===== config.mk =====
export PLATFORM = sky130hd
export DESIGN_NAME = tmds_decoder
export DESIGN_NICKNAME = d
export VERILOG_FILES = /design/src/rtl/tmds_decoder.sv
export SDC_FILE = /design/constraint.sdc
export NUM_CORES = 1
export LEC_CHECK = 0
export ABC_AREA = 1
export CAP_MARGIN = 20
export CORE_AREA = 2 2 89 82
export CTS_CLUSTER_DIAMETER = 40
export CTS_CLUSTER_SIZE = 40
export DETAILED_ROUTE_END_ITERATION = 8
export DIE_AREA = 0 0 91 84
export PLACE_DENSITY = 0.87
export SETUP_SLACK_MARGIN = 0.2
export SYNTH_ARGS = -nofsm -noshare
export SYNTH_HDL_FRONTEND = slang
export SYNTH_SLANG_ARGS = --single-unit
export TNS_END_PERCENT = 50

===== constraint.sdc =====
create_clock -name clk_in -period 2.2 [get_ports clk_in]
set_clock_uncertainty 0.15 [all_clocks]
set_input_delay 0.22 -clock clk_in [delete_from_list [all_inputs] [get_ports clk_in]]
set_output_delay 0.22 -clock clk_in [all_outputs]
set_load 0.05 [all_outputs]

===== src/rtl/tmds_decoder.sv =====
// TMDS receive decoder: word alignment by control-token run detection,
// 10b-to-8b data decode, and control token extraction.
module tmds_decoder #(
  parameter int unsigned CTRL_LOCK      = 8,
  parameter int unsigned SEARCH_TIMEOUT = 4096,
  parameter int unsigned LOSS_TIMEOUT   = 8192
) (
  input  logic       clk_in,
  input  logic       rst_in,
  input  logic [9:0] tmds_in,
  output logic [7:0] data_out,
  output logic [1:0] control_out,
  output logic       ve_out,
  output logic       locked_out,
  output logic [3:0] offset_out
);

  localparam int unsigned RUN_W   = $clog2(CTRL_LOCK + 1);
  localparam int unsigned DWELL_W = $clog2(SEARCH_TIMEOUT + 1);
  localparam int unsigned GAP_W   = $clog2(LOSS_TIMEOUT + 1);

  typedef enum logic {
    SEARCH = 1'b0,
    LOCKED = 1'b1
  } state_e;

  state_e             state_q, state_d;
  logic [3:0]         offset_q, offset_d;
  logic [9:0]         prev_word_q, prev_word_d;
  logic [9:0]         aligned_q, aligned_d;
  logic [RUN_W-1:0]   run_cnt_q, run_cnt_d;
  logic [DWELL_W-1:0] dwell_q, dwell_d;
  logic [GAP_W-1:0]   gap_q, gap_d;
  logic [1:0]         holdoff_q, holdoff_d;
  logic [7:0]         data_q, data_d;
  logic [1:0]         control_q, control_d;
  logic               ve_q, ve_d;
  logic               locked_q, locked_d;

  logic [19:0] window_c;
  logic        is_ctrl_c;
  logic [1:0]  ctrl_bits_c;
  logic [3:0]  next_offset_c;

  // Undo the transition-minimising XOR/XNOR chain and optional inversion
  function automatic logic [7:0] decode_word(input logic [9:0] q);
    logic [7:0] d;
    logic [7:0] b;
    d    = q[9] ? ~q[7:0] : q[7:0];
    b    = '0;
    b[0] = d[0];
    for (int i = 1; i < 8; i++) begin
      b[i] = q[8] ? (d[i] ^ d[i-1]) : ~(d[i] ^ d[i-1]);
    end
    return b;
  endfunction

  always_comb begin
    is_ctrl_c   = 1'b1;
    ctrl_bits_c = 2'b00;
    case (aligned_q)
      10'b1101010100: ctrl_bits_c = 2'b00;
      10'b0010101011: ctrl_bits_c = 2'b01;
      10'b0101010100: ctrl_bits_c = 2'b10;
      10'b1010101011: ctrl_bits_c = 2'b11;
      default:        is_ctrl_c   = 1'b0;
    endcase
  end

  assign window_c      = {tmds_in, prev_word_q};
  assign next_offset_c = (offset_q == 4'd9) ? 4'd0 : offset_q + 4'd1;

  // Alignment FSM, counters and output decode
  always_comb begin
    state_d     = state_q;
    offset_d    = offset_q;
    run_cnt_d   = run_cnt_q;
    dwell_d     = dwell_q;
    gap_d       = gap_q;
    holdoff_d   = holdoff_q;
    prev_word_d = tmds_in;
    aligned_d   = 10'(window_c >> offset_q);
    data_d      = 8'd0;
    control_d   = control_q;
    ve_d        = 1'b0;

    // Words straddling an offset change are discarded from the run count
    if (holdoff_q != 2'd0) begin
      holdoff_d = holdoff_q - 2'd1;
      run_cnt_d = '0;
    end else if (is_ctrl_c) begin
      if (run_cnt_q != RUN_W'(CTRL_LOCK)) run_cnt_d = run_cnt_q + RUN_W'(1);
    end else begin
      run_cnt_d = '0;
    end

    case (state_q)
      SEARCH: begin
        if (run_cnt_q == RUN_W'(CTRL_LOCK)) begin
          state_d = LOCKED;
          dwell_d = '0;
          gap_d   = '0;
        end else if (dwell_q == DWELL_W'(SEARCH_TIMEOUT - 1)) begin
          offset_d  = next_offset_c;
          dwell_d   = '0;
          run_cnt_d = '0;
          holdoff_d = 2'd2;
        end else begin
          dwell_d = dwell_q + DWELL_W'(1);
        end
      end
      LOCKED: begin
        if (is_ctrl_c) begin
          gap_d = '0;
        end else if (gap_q == GAP_W'(LOSS_TIMEOUT - 1)) begin
          state_d   = SEARCH;
          offset_d  = next_offset_c;
          run_cnt_d = '0;
          dwell_d   = '0;
          gap_d     = '0;
          holdoff_d = 2'd2;
        end else begin
          gap_d = gap_q + GAP_W'(1);
        end
      end
      default: state_d = SEARCH;
    endcase

    if (state_q == LOCKED) begin
      if (is_ctrl_c) begin
        control_d = ctrl_bits_c;
      end else begin
        ve_d   = 1'b1;
        data_d = decode_word(aligned_q);
      end
    end else begin
      control_d = 2'b00;
    end

    locked_d = (state_d == LOCKED);
  end

  always_ff @(posedge clk_in) begin
    if (rst_in) begin
      state_q     <= SEARCH;
      offset_q    <= 4'd0;
      prev_word_q <= 10'd0;
      aligned_q   <= 10'd0;
      run_cnt_q   <= '0;
      dwell_q     <= '0;
      gap_q       <= '0;
      holdoff_q   <= 2'd0;
      data_q      <= 8'd0;
      control_q   <= 2'd0;
      ve_q        <= 1'b0;
      locked_q    <= 1'b0;
    end else begin
      state_q     <= state_d;
      offset_q    <= offset_d;
      prev_word_q <= prev_word_d;
      aligned_q   <= aligned_d;
      run_cnt_q   <= run_cnt_d;
      dwell_q     <= dwell_d;
      gap_q       <= gap_d;
      holdoff_q   <= holdoff_d;
      data_q      <= data_d;
      control_q   <= control_d;
      ve_q        <= ve_d;
      locked_q    <= locked_d;
    end
  end

  assign data_out    = data_q;
  assign control_out = control_q;
  assign ve_out      = ve_q;
  assign locked_out  = locked_q;
  assign offset_out  = offset_q;

endmodule

After elaboration in Yosys (flattened, before gate mapping) --
Cells that the tools add are included.
Storage, ports and cells: bits in read-only memories 0, register bits 69, output and inout bits 16, word-level logic and storage cells 97, memories kept 0, memory bits (writable) 0, bits of input ports 12, latch bits 0
Cells by class: bitwise gates (word level) 16, muxes and demuxes 44, div/mod/pow operators 0, shift operators 1, order comparisons 0, add/subtract/negate cells 5, equal/unequal tests 14, $mul 0, reductions and logical operators 6
Operators with widths (number):
- 13-bit 2-to-1 mux | 4
- 4-bit 2-to-1 mux | 12
- 14-bit 2-to-1 mux | 3
- 14-bit one-hot mux with 2 select lines | 1
- 13-bit one-hot mux with 2 select lines | 1
- 10-bit == test, second input constant | 2
- 20-bit by 4-bit right shift with 10-bit output | 1
- 4-bit one-hot mux with 2 select lines | 2
- 14-bit by 1-bit adder with 14-bit output, second input constant | 1
- 14-bit by 13-bit == test with 1-bit output, second input constant | 1
- 13-bit by 1-bit adder with 13-bit output, second input constant | 1
- 13-bit by 12-bit == test with 1-bit output, second input constant | 1
- 1-bit 2-to-1 mux | 12
- 10-bit by 8-bit == test with 1-bit output, second input constant | 1
- 10-bit by 9-bit == test with 1-bit output, second input constant | 1
- 2-bit 2-to-1 mux | 5
- 4-bit by 1-bit adder with 4-bit output, second input constant | 2
- 4-bit == test, second input constant | 2
- 8-bit 2-to-1 mux | 1
- 2-bit != test, second input constant | 4
- 1-bit inverter | 8
- 8-bit inverter | 1
- 1-bit bitwise XOR | 7
- 2-bit one-hot mux with 3 select lines | 1
- other kinds (11) | 11

Logic depth before layout (Yosys ltp) --
depth in word-level cells 8, gate-level depth with buffers 12, depth with buffers taken out 12

Worst setup path before layout --
OpenSTA, ideal clock, no wires.
path kind register to register, start point register locked_out (netlist name), end point register offset_q[0] (netlist: offset_out[0]), arrival 1.601 ns, stages on the path, launching flop included 8, data required time 1.934 ns, setup slack 0.333 ns, setup time 0.116 ns, cells stage by stage dfxtp_1 > inv_1 > nand2_1 > clkinv_1 > nand3_1 > nand2_1 > o21ai_0 > nor2_1
RTL lines:
- to (signal assigned) | line 159 | offset_q <= offset_d;
- to (decl) | line 28 | logic [3:0] offset_q, offset_d;

Final worst setup path --
start point register locked_q (netlist: locked_out), end point output locked_out
RTL lines:
- from (decl) | line 38 | logic locked_q, locked_d;
- from (signal assigned) | line 169 | locked_q <= locked_d;
- to (decl) | line 14 | output logic locked_out,
No word-level cell between the ends.

==> results_dict.tcl <==
set metrics [dict create \
    insertion_delay_ns 0.35 \
    ctsHoldBuffers 0 \
    final_cell_mix "nand2_1, nor2_1, dfxtp_1" \
    antenna_found_initial 0 \
    finalCriticalPeriod_ns 1.97 \
    synth_area_leaders "dfxtp_1, nand2_1, nor2_1" \
    syn_area_sq_mm 0.00384 \
    status "finished, final reports clean" \
    gp_congestion 0.911 \
    vias_per_cell 5.30 \
    hold_viol 0 \
    grt_max_degree 40 \
    die_width_um 91 \
    drc 0 \
    totalPowerFinal_uw 2560 \
    setup.worst_path.start_class "flip-flop" \
    fillers 644 \
    finalMaxSlewViolations 0 \
    finalNetCount 622 \
    cp_cell_sequence "clkdlybuf4s50_1" \
    drtIter0Drc 319 \
    fmax_mhz 507 \
    mostFrequentLayoutCell "nand2_1" \
    avgRoutedWirePerCell_um 11.8 \
    dpl.hpwl_um 6030 \
    fin_hold_ws_ns 0.279 \
    io_pins 28 \
    critPathCaptureType "output port" \
    syn_nets 594 \
    post-route-period-util_pct 89.7 \
    cts_tree "done" \
    seqCellArea_sq_mm 0.00138 \
    synth_top_area_share_pct 36.0 \
    power.density_mw_per_mm2 580 \
    final-setup-viol-count 0 \
    synth_top_cell_by_area "dfxtp_1" \
    postCtsSetupRepairBufs 0 \
    die_area_sq_mm 0.00764 \
    grt_pass1_vias 3259 \
    antenna_cells 0 \
    io_buffers 27 \
    core_sq_mm 0.00682 \
    hold_path_class "in -> reg" \
    clk_path_buf_depth 2 \
    async_flop_share_pct 0 \
    p_leak_uw 0.00185 \
    clkTransAtPathRegs_ns 0.07 \
    ys_seq_elements 69 \
    path_class "reg -> out" \
    cp_slowest_cell "clkdlybuf4s50_1" \
    cp_num_buf_inv 1 \
    drt_first_pass_iters 4 \
    vias 3683 \
    drt.antenna.violating_nets 0 \
    avgSynthCellArea_sq_um 6.74 \
    cts_sinks 69 \
    grt_first_pass_wirelength_um 14000 \
    track_usage_pct 22.3 \
    numCtsBuffers 9 \
    final_core_util_pct 64.7 \
    crit_family "buffers and inverters" \
    cap_violations 0 \
    layout-drive-gt1-share_pct 9.47 \
    areaGrowthSynthToFinish_pct 15.0 \
    multi_input_area_sq_mm 0.00211 \
    ys.flop_type "dfxtp_1" \
    max_stage_delay_ns 0.85 \
    finalSetupTns_ns 0 \
    yosysWarnings 0 \
    ir_drop_mv 0.300 \
    die_h_um 84 \
    worst_slew_pin_slew_ns 0.514 \
    arrival_ns 1.60 \
    max_slew_margin_pct 65.7 \
    cts_root_buf "clkbuf_8" \
    crit_required_ns 1.83 \
    grt.overflow.total 0 \
    ys_seq_area_share_pct 36.0 \
    rsz0062_at_grt "yes" \
    worstPathMaxFanout 5 \
    wirelength_um 8210 \
    start_util_pct 56.3 \
    synth_edf_count 0 \
    synthCells 570 \
    h-tree-depth 3 \
    ys_types 38 \
    fp-row-count 29 \
]
==> sequential cells by signal, summed over array words and instances, names as in the netlist <==
name and count:
holdoff_q 2, control_out 2, data_out 8, offset_out 4, dwell_q 13, gap_q 14
prev_word_q 10, run_cnt_q 4, aligned_q 10, locked_out 1, ve_out 1
==> final timing paths <==
kind	from	endpoint	slack (ns)	cells past startpoint
max	locked_out	locked_out	0.23	1
min	tmds_in[2]	prev_word_q[2]	0.28	3
max reg2reg	aligned_q[0]	dwell_q[0]	0.33	10
min reg2reg	holdoff_q[0]	holdoff_q[0]	0.31	1
==> cells in the mapped netlist, drive strengths merged (4+ instances only) <==
cell,number
inv,63
nor3b,4
nor3,9
buf,11
o21ai,43
clkbuf,7
nand3,43
or2,7
nand2,157
xnor2,9
nor2,75
a21oi,34
dfxtp,69
xor2,10
nand4,5
ha,12
==> metal layers <==
metal | part of all wire (%) | GRT usage, % | vias up
met1 | 46 | 28.3 | 1689
met5 | 0 | 0 | -
li1 | - | - | 1862
met3 | 5.2 | 3.88 | 13
met2 | 47 | 36.5 | 119
met4 | 1.6 | 10.7 | 0
==> stage by stage <==
step	instance area, sq um	cells	setup slack, ns
global route	4420	695	0.176
global placement	4190	680	0.311
floorplan	3840	570	0.333
CTS	4410	695	0.188
finish	4420	695	0.227
detailed placement	4190	680	0.194
==> where the power goes <==
part	total [uW]	leakage [uW]	switching, uW	internal, uW
sequential	1290	0.000561	15.5	1270
combinational	153	0.00119	85.5	67.1
clock	1120	0.000105	463	661
==> what timing repair did <==
item	CTS	global route
gates resized for setup	2	2
gates cloned	0	0
endpoints found under the setup margin	8	5
pin swaps	0	0
==> tightest hold or removal path: stages <==
cell	delay (ns)
clkdlybuf4s50_1	0.41
inv_1	0.07
nor2_1	0.04
==> final cells by class <==
| class | count | share of cell area, % |
|---|---|---|
| well taps | 93 | 2.63 |
| clock inverters | 4 | 1.64 |
| inverters | 65 | 5.58 |
| clock buffers | 11 | 3.20 |
| flip-flops and latches | 69 | 31.3 |
| repair buffers | 35 | 7.96 |
| multi-input cells | 418 | 47.7 |
==> cells by family (layout without fill, tap and decap cells) <==
family | count (synthesis) | count (layout) | share of synthesized area (%)
XOR/XNOR | 19 | 19 | 4.33
flip-flops | 69 | 69 | 36.0
AND/OR/NAND/NOR | 303 | 303 | 35.0
AO/OA/AOI/OAI | 84 | 84 | 11.5
adder cells (fa/ha/maj) | 12 | 12 | 3.91
buffers and inverters | 83 | 115 | 9.35
(Power assumes the default switching activity.)
